`src/rtl/fetch_queue.sv`:
```
// fetch_queue: in-order buffer of fetched {instr, pc, pc+4} entries between
// fetch and decode. Stalls fetch when full; drops everything on a redirect.
module fetch_queue #(
  parameter int unsigned XLEN  = 32,
  parameter int unsigned DEPTH = 4,
  parameter int unsigned ILEN  = 32
) (
  input  logic                       clk,
  input  logic                       reset,
  input  logic                       flush,
  input  logic                       enq_valid,
  input  logic [ILEN-1:0]            enq_instr,
  input  logic [XLEN-1:0]            enq_pc,
  input  logic [XLEN-1:0]            enq_pc_plus_4,
  output logic                       stall_fetch,
  input  logic                       deq_ready,
  output logic                       deq_valid,
  output logic [ILEN-1:0]            deq_instr,
  output logic [XLEN-1:0]            deq_pc,
  output logic [XLEN-1:0]            deq_pc_plus_4,
  output logic [$clog2(DEPTH):0]     count
);

  localparam int unsigned PTR_W = $clog2(DEPTH);
  localparam int unsigned CNT_W = PTR_W + 1;
  localparam logic [ILEN-1:0] NOP = ILEN'(32'h0000_0013);

  logic [ILEN-1:0]  instr_mem [DEPTH];
  logic [XLEN-1:0]  pc_mem    [DEPTH];
  logic [XLEN-1:0]  pc4_mem   [DEPTH];

  logic [PTR_W-1:0] rd_ptr;
  logic [PTR_W-1:0] wr_ptr;
  logic [CNT_W-1:0] cnt;

  logic full;
  logic empty;
  logic enq_fire;
  logic deq_fire;

  // Status decoded from the registered count only (full is never bypassed)
  always_comb begin
    full     = (cnt == CNT_W'(DEPTH));
    empty    = (cnt == '0);
    enq_fire = enq_valid & ~full & ~flush;
    deq_fire = ~empty & deq_ready & ~flush;
  end

  // Pointer and occupancy state; flush outranks enqueue and dequeue
  always_ff @(posedge clk or posedge reset) begin
    if (reset) begin
      rd_ptr <= '0;
      wr_ptr <= '0;
      cnt    <= '0;
    end else if (flush) begin
      rd_ptr <= '0;
      wr_ptr <= '0;
      cnt    <= '0;
    end else begin
      if (enq_fire) wr_ptr <= wr_ptr + PTR_W'(1);
      if (deq_fire) rd_ptr <= rd_ptr + PTR_W'(1);
      if (enq_fire && !deq_fire)      cnt <= cnt + CNT_W'(1);
      else if (deq_fire && !enq_fire) cnt <= cnt - CNT_W'(1);
    end
  end

  // Entry storage; contents are left as-is on reset and flush
  always_ff @(posedge clk) begin
    if (enq_fire) begin
      instr_mem[wr_ptr] <= enq_instr;
      pc_mem[wr_ptr]    <= enq_pc;
      pc4_mem[wr_ptr]   <= enq_pc_plus_4;
    end
  end

  // Head presentation; an empty queue shows a NOP at PC 0
  always_comb begin
    stall_fetch   = full;
    deq_valid     = ~empty;
    count         = cnt;
    deq_instr     = NOP;
    deq_pc        = '0;
    deq_pc_plus_4 = '0;
    if (!empty) begin
      deq_instr     = instr_mem[rd_ptr];
      deq_pc        = pc_mem[rd_ptr];
      deq_pc_plus_4 = pc4_mem[rd_ptr];
    end
  end

endmodule

```
`config.mk`:
```
export PLATFORM = sky130hd
export DESIGN_NAME = fetch_queue
export DESIGN_NICKNAME = d
export VERILOG_FILES = /design/src/rtl/fetch_queue.sv
export SDC_FILE = /design/constraint.sdc
export NUM_CORES = 1
export LEC_CHECK = 0
export BUFFER_PORTS_ARGS = -buffer_cell sky130_fd_sc_hd__buf_2
export CORE_AREA = 2 2 228 208
export CTS_CLUSTER_DIAMETER = 40
export DETAILED_ROUTE_END_ITERATION = 8
export DIE_AREA = 0 0 230 210
export PLACE_DENSITY = 0.58
export SLEW_MARGIN = 20
export SYNTH_ARGS = -nofsm -noshare
export SYNTH_HDL_FRONTEND = slang
export SYNTH_SLANG_ARGS = --single-unit
```
`constraint.sdc`:
```
create_clock -name clk -period 4.7 [get_ports clk]
set_input_delay 0.94 -clock clk [delete_from_list [all_inputs] [get_ports clk]]
set_output_delay 0.94 -clock clk [all_outputs]
set_load 0.005 [all_outputs]
```
==> results of run 1 <==
==> report_power, final <==
part | leakage (uW) | switching [uW] | internal [uW]
registers | 0.00357 | 151 | 4040
logic | 0.00193 | 1230 | 1300
clock network | 0.000846 | 1520 | 2380
total | 0.00635 | 2900 | 7720
==> layer usage <==
layer | share of wire [%] | up-vias
met5 | 0.15 | -
met4 | 1.9 | 8
met3 | 6.8 | 55
met2 | 46 | 217
met1 | 46 | 3856
li1 | - | 3226
==> metrics by stage <==
stage               total power (uW)  std cells  cell area [um^2]
floorplan                       5790        672             15000
global route                   11200       1568             18600
global placement                6870       1467             16800
detailed placement              6880       1467             16800
finish                         10600       1568             18600
CTS                            10800       1567             18600
==> cell type report <==
| cell class | count | share of cell area (%) |
|---|---|---|
| antenna | 1 | 0.0135 |
| clock buffer | 58 | 7.23 |
| clock inverter | 42 | 2.27 |
| inverter | 9 | 0.182 |
| multi-input combinational | 235 | 16.7 |
| sequential | 391 | 63.0 |
| tap | 616 | 4.15 |
| timing repair buffer | 216 | 6.49 |
==> cell families after synthesis <==
kind of cell	Yosys count	share of synthesized area [%]
muxes	98	14.5
DFF	391	77.9
xor gates and xnor gates	2	0.117
AOI/OAI and AO/OA	16	0.766
adders and majority gates	5	0.466
buffers and inverters	46	1.55
and+or+nand+nor	114	4.68
==> worst max-delay path by stage <==
| stage | start | to | depth (start not counted) |
|---|---|---|---|
| 6_report | rd_ptr[0] | deq_pc[20] | 4 |
| 3_5_place_dp | enq_valid | pc_mem[3][21] | 5 |
| 5_1_grt | rd_ptr[0] | deq_pc[5] | 4 |
| 2_1_floorplan | enq_valid | instr_mem[1][0] | 4 |
| 3_3_place_gp | enq_valid | pc_mem[3][21] | 5 |
| 4_1_cts | rd_ptr[0] | deq_pc[10] | 4 |
==> flip-flops by register name, indices dropped and copies added, names as in the netlist <==
name and cells:
instr_mem 128, pc_mem 128, wr_ptr 2, count 3, pc4_mem 128, rd_ptr 2
==> cells in the final DEF, fill, tap and decap left out, drive strengths merged, types with 4 or more instances in the layout <==
master      n
nor2        7
ha          4
clkinv     22
mux4       96
buf       216
edfxtp    384
bufinv      5
dfrtp       7
clkbuf     58
and2       98
inv        17
clkinvlp    7
==> worst max-delay path: cells and delay by family (launching register included) <==
family / cells / cell delay, ns
muxes: 1 / 0.54
buffers and inverters: 2 / 0.60
DFF: 1 / 0.75
and+or+nand+nor: 1 / 0.18
==> Flow_metrics.wiki, run 1 <==
{| class="wikitable"
! Metric !! Value
|-
| Slowest library cell on the worst path || dfrtp_4
|-
| Wire length per cell || 20.2 um
|-
| Initial cell density of the core || 32.7%
|-
| Number of flops mapped to enable cells by yosys || 384
|-
| Top-count cell post-synth || edfxtp_1
|-
| Final ANT Viol Nets || 0
|-
| Synthesis Warnings || 0
|-
| Post-CTS Hold Buffers || 0
|-
| Tightest hold margin || 0.293 ns
|-
| Synth async-reset ratio || 1.79%
|-
| Worst path cell trace || buf_4, mux4_2, and2_1, buf_2
|-
| Pre-CTS WS || 1.48 ns
|-
| Share of the clock period used by the worst path || 76.6%
|-
| Number of cells on the worst reg-to-reg path || 4
|-
| Number of gates resized after cts || 0
|-
| GRT Util Overall || 13.1%
|-
| Full die area || 48,300 um^2
|-
| Worst IR Drop VDD || 0.351 mV
|-
| Horiz. Die Dim || 230 um
|-
| Startpoint types || flip-flop
|-
| Clk Latency, worst-skew pair || 0.58 ns
|-
| Top cells by area, synth || edfxtp_1 (77%), mux4_2 (14%), and2_1 (4.1%)
|-
| Drt via density || 4.70
|-
| Half-perimeter wire length after detailed placement || 18,500 um
|-
| Run status || finished clean
|-
| Minimum clock period after layout || 3.60 ns
|-
| Power per cell area || 571 nW/um^2
|-
| Mapped cell area || 15,000 um^2
|-
| Max Clock Freq || 0.278 GHz
|-
| Sequential area share after synthesis || 77.9%
|-
| Post-route clock skew || 0.0128 ns
|-
| Count of unresolved DRC violations after routing || 0
|-
| Fin nets || 1,012
|-
| Distinct cell type count after synthesis || 36
|-
| Via count of the first global-routing pass || 7,758
|-
| Setup slack after layout || 1.10 ns
|-
| Relative slew slack || 55.1%
|-
| Element type at the critical path end || output pin
|-
| I/O pin count || 202
|-
| Fraction of layout instances using a drive strength above 1 || 42.9%
|-
| Critical R2R Launch || count[1]
|-
| Count of endpoints failing hold in the final timing report || 0
|-
| H-tree depth || 2
|-
| TritonCTS clock tree || built
|-
| Critical Setup Path Class || reg2out
|-
| Wire length of the first global-routing pass || 47,400 um
|-
| Antenna violations before repair || 7
|-
| Syn Inst Count || 672
|-
| Max capacitance violation total || 0
|-
| Reg2Reg Setup Slack || 2.02 ns
|-
| Worst min-delay path class || in2async
|-
| Pin count of the biggest net entering global routing || 61
|-
| Clock tree sinks || 391
|-
| Arrival time at the worst endpoint || 2.66 ns
|-
| Setup-violating endpoint count in the final report || 0
|-
| Max Fanout on Critical Path || 22
|-
| Endpoint of the lowest-slack register-to-register path || pc_mem[3][17]
|-
| Area used by multi-input combinational logic || 3100 um^2
|-
| Cell taking the most area after synthesis || edfxtp_1
|-
| Count of standard-cell rows || 75
|-
| Final count of pins violating max slew || 0
|-
| RSZ-0062 raised after global routing || no
|-
| CORE AREA || 46,000 um^2
|-
| Most frequently used flop master after synthesis || edfxtp_1
|-
| Buffers inserted during post-CTS setup optimization || 0
|-
| FILL cells || 4,138
|-
| Slew at the pin with the worst max-slew slack || 0.673 ns
|-
| Buffer cell driving the clock tree root || clkbuf_16
|-
| Final weighted congestion of routability-driven global placement || 0.717
|-
| Sequential standard cell area || 11,700 um^2
|-
| Met2 Usage GRT || 19.8%
|-
| Clock transition time at the flip-flop clock pins of the worst setup and hold paths || 0.05 ns
|-
| Top cell types by occurrence after synthesis || edfxtp_1 (384), and2_1 (98), mux4_2 (96)
|-
| Flip-flop and latch count after synthesis || 391
|-
| Die Height || 210 um
|-
| Highest-utilization routing layer at the global route stage || met2
|-
| Met1 routing resource usage after global routing || 18.2%
|-
| Number of clock buffers inserted by TritonCTS || 53
|-
| Share of Yosys cell area claimed by the top area cell type || 76.7%
|-
| Post-synthesis average cell area || 22.4 um^2
|-
| Sum of negative setup slack || 0 ns
|-
| Violation count after the first detailed-routing iteration || 505
|-
| Routed via count || 7,362
|-
| Required time at the worst-slack endpoint || 3.76 ns
|-
| Detailed Route WL || 31,700 um
|-
| Post-route core utilization || 40.4%
|-
| Slowest stage delay, CP || 0.75 ns
|-
| Overflow left after global routing || 0
|-
| Area overhead of the layout relative to synthesis || 23.7%
|-
| Met3 routing resource usage after global routing || 3.76%
|-
| P_leak || 0.00635 uW
|-
| Maximum clock insertion buffer count || 3
|-
| PortBufs || 201
|-
| Post-synthesis net count || 778
|-
| Number of search-and-repair iterations in the first detailed-routing pass || 5
|}
(Power assumes the default switching activity.)
==> inputs of run 2 (changes only) <==
--- a/config.mk
+++ b/config.mk
@@ -5,11 +5,12 @@
 export SDC_FILE = /design/constraint.sdc
 export NUM_CORES = 1
 export LEC_CHECK = 0
+export ABC_AREA = 1
 export BUFFER_PORTS_ARGS = -buffer_cell sky130_fd_sc_hd__buf_2
-export CORE_AREA = 2 2 228 208
+export CORE_AREA = 2 2 231 210
 export CTS_CLUSTER_DIAMETER = 40
 export DETAILED_ROUTE_END_ITERATION = 8
-export DIE_AREA = 0 0 230 210
+export DIE_AREA = 0 0 233 212
 export PLACE_DENSITY = 0.58
 export SLEW_MARGIN = 20
 export SYNTH_ARGS = -nofsm -noshare
==> constraint.sdc (replaced) <==
create_clock -name clk -period 3.36 [get_ports clk]
set_input_delay 0.672 -clock clk [delete_from_list [all_inputs] [get_ports clk]]
set_output_delay 0.672 -clock clk [all_outputs]
set_load 0.005 [all_outputs]
==> Flow_metrics.wiki, run 2 <==
{| class="wikitable"
! Metric !! Value
|-
| Area overhead of the layout relative to synthesis || 23.6%
|-
| Slowest stage delay, CP || 0.43 ns
|-
| Synthesis Warnings || 0
|-
| TritonCTS clock tree || built
|-
| Number of flops mapped to enable cells by yosys || 384
|-
| Pin count of the biggest net entering global routing || 100
|-
| Critical Setup Path Class || reg2out
|-
| Worst path cell trace || inv_1, nand2_4, clkinv_2, buf_12, a21oi_1, buf_2
|-
| Die Height || 212 um
|-
| Fin area || 19,000 um^2
|-
| Startpoint types || flip-flop
|-
| Violation count after the first detailed-routing iteration || 665
|-
| Post-CTS Hold Buffers || 0
|-
| Sequential area share after synthesis || 76.1%
|-
| Synth async-reset ratio || 1.79%
|-
| Standard cell area after detailed placement || 17,100 um^2
|-
| Relative slew slack || 53.4%
|-
| Minimum clock period after layout || 3.08 ns
|-
| Slowest library cell on the worst path || dfrtp_1
|-
| Wire length of the first global-routing pass || 55,300 um
|-
| Routed via count || 9,742
|-
| Maximum clock insertion buffer count || 3
|-
| Share of Yosys cell area claimed by the top area cell type || 75.0%
|-
| Registers with the most flip-flops || instr_mem: 128 flops, pc4_mem: 128 flops, pc_mem: 128 flops
|-
| Final ANT Viol Nets || 0
|-
| Required time at the worst-slack endpoint || 2.69 ns
|-
| Count of standard-cell rows || 76
|-
| Slew at the pin with the worst max-slew slack || 0.698 ns
|-
| Initial cell density of the core || 32.5%
|-
| I/O pin count || 202
|-
| Final count of pins violating max slew || 0
|-
| Reg2Reg Setup Slack || 1.18 ns
|-
| Sum of negative setup slack || 0 ns
|-
| GRT Util Overall || 14.6%
|-
| Run status || finished clean
|-
| Buffer cell driving the clock tree root || clkbuf_16
|-
| Setup-violating endpoint count in the final report || 0
|-
| Full die area || 49,400 um^2
|-
| Most frequently used flop master after synthesis || edfxtp_1
|-
| Via count of the first global-routing pass || 9,797
|-
| Max Clock Freq || 0.325 GHz
|-
| Post-synthesis average cell area || 12.9 um^2
|-
| Fraction of layout instances using a drive strength above 1 || 23.1%
|-
| Arrival time at the worst endpoint || 2.40 ns
|-
| Critical R2R Launch || count[0]
|-
| RSZ-0062 raised after global routing || no
|-
| Share of the clock period used by the worst path || 91.6%
|-
| Half-perimeter wire length after detailed placement || 20,000 um
|-
| Top cell types by occurrence after synthesis || nor2_1 (388), edfxtp_1 (384), o21ai_0 (130)
|-
| Pre-CTS WS || 0.839 ns
|-
| Overflow left after global routing || 0
|-
| Setup slack after layout || 0.284 ns
|-
| P_leak || 0.00678 uW
|-
| Most frequent cells in the layout || nor2_1 (384), edfxtp_1 (384), buf_2 (201)
|-
| Post-synthesis net count || 1,301
|-
| Number of gates resized after cts || 0
|-
| Number of clock buffers inserted by TritonCTS || 55
|-
| Post-route clock skew || 0.0157 ns
|-
| Area used by multi-input combinational logic || 3180 um^2
|-
| Top cells by area, synth || edfxtp_1 (75%), nor2_1 (9.5%), o21ai_0 (4.2%)
|-
| Max Fanout on Critical Path || 37
|-
| Endpoint of the lowest-slack register-to-register path || pc4_mem[3][17]
|-
| Number of cells on the worst reg-to-reg path || 7
|-
| Number of search-and-repair iterations in the first detailed-routing pass || 5
|-
| Mapped cell area || 15,400 um^2
|-
| Final weighted congestion of routability-driven global placement || 0.719
|-
| Power per cell area || 788 nW/um^2
|-
| Distinct cell type count after synthesis || 25
|-
| Worst IR Drop VDD || 0.692 mV
|-
| Drt via density || 4.70
|-
| Count of unresolved DRC violations after routing || 0
|-
| Max capacitance violation total || 0
|-
| Antenna violations before repair || 8
|-
| Clock tree sinks || 391
|-
| PortBufs || 201
|-
| FILL cells || 4,432
|-
| Fin nets || 1,510
|-
| Worst min-delay path class || in2async
|-
| Syn Inst Count || 1,195
|-
| Cell taking the most area after synthesis || edfxtp_1
|-
| Top-count cell post-synth || nor2_1
|-
| Sequential standard cell area || 11,700 um^2
|-
| Wire length per cell || 17.6 um
|-
| Count of endpoints failing hold in the final timing report || 0
|-
| Horiz. Die Dim || 233 um
|-
| Buffers inserted during post-CTS setup optimization || 0
|-
| Clk Latency, worst-skew pair || 0.58 ns
|-
| Element type at the critical path end || output pin
|-
| Post-route core utilization || 40.2%
|-
| CORE AREA || 47,300 um^2
|-
| Clock transition time at the flip-flop clock pins of the worst setup and hold paths || 0.05 ns
|-
| Flip-flop and latch count after synthesis || 391
|-
| H-tree depth || 2
|-
| Tightest hold margin || 0.0528 ns
|-
| Detailed Route WL || 36,500 um
|}
run 2: final cells by class:
cell class	instances	share of cell area, %
clock buffer	59	7.43
inverter	19	0.421
timing repair buffer	226	7.27
clock inverter	40	2.40
sequential	391	61.6
antenna	3	0.0395
multi-input combinational	711	16.7
tap	624	4.11
run 2: worst max path at each step:
stage               startpoint  slack [ns]         endpoint  depth (start not counted)
floorplan            enq_valid       -0.51  instr_mem[0][0]                          4
global placement      count[2]        0.89       deq_pc[28]                          6
detailed placement    count[2]        0.84       deq_pc[28]                          6
CTS                   count[2]        0.18       deq_pc[28]                          6
global route          count[2]        0.08       deq_pc[28]                          6
finish                count[2]        0.28       deq_pc[28]                          6
run 2: routing by layer:
metal	part of all wire (%)	track usage (%)	vias to the layer above
li1	-	-	4688
met1	43	18.2	4717
met2	48	24.1	263
met3	7.7	4.61	64
met4	2.0	4.83	10
met5	0.15	0	-
run 2: stage by stage:
stage / total power [uW] / instances
after global placement: 9350 / 1971
after CTS: 15200 / 2070
after floorplan: 7860 / 1195
after detailed placement: 9380 / 1971
after global routing: 15800 / 2070
final: 15000 / 2073
run 2: critical path, delay by kind of cell (launching register included):
family | cells | cell delay (ns)
and+or+nand+nor | 1 | 0.09
buffers and inverters | 4 | 1.04
AOI/OAI and AO/OA | 1 | 0.24
DFF | 1 | 0.43
run 2: cell families (layout without fill, tap and decap cells):
| family | count (synthesis) | in the layout | share of synthesized area [%] |
|---|---|---|---|
| other | 0 | 3 | 0 |
| adders and majority gates | 5 | 5 | 0.456 |
| buffers and inverters | 93 | 344 | 3.41 |
| DFF | 391 | 391 | 76.1 |
| and+or+nand+nor | 411 | 411 | 10.3 |
| xor gates and xnor gates | 1 | 1 | 0.0570 |
| AOI/OAI and AO/OA | 294 | 294 | 9.66 |
run 2: report_power, final:
group / internal, uW / switching (uW)
logic: 1240 / 2190
clock network: 3610 / 2170
registers: 5680 / 93.2
total: 10500 / 4450
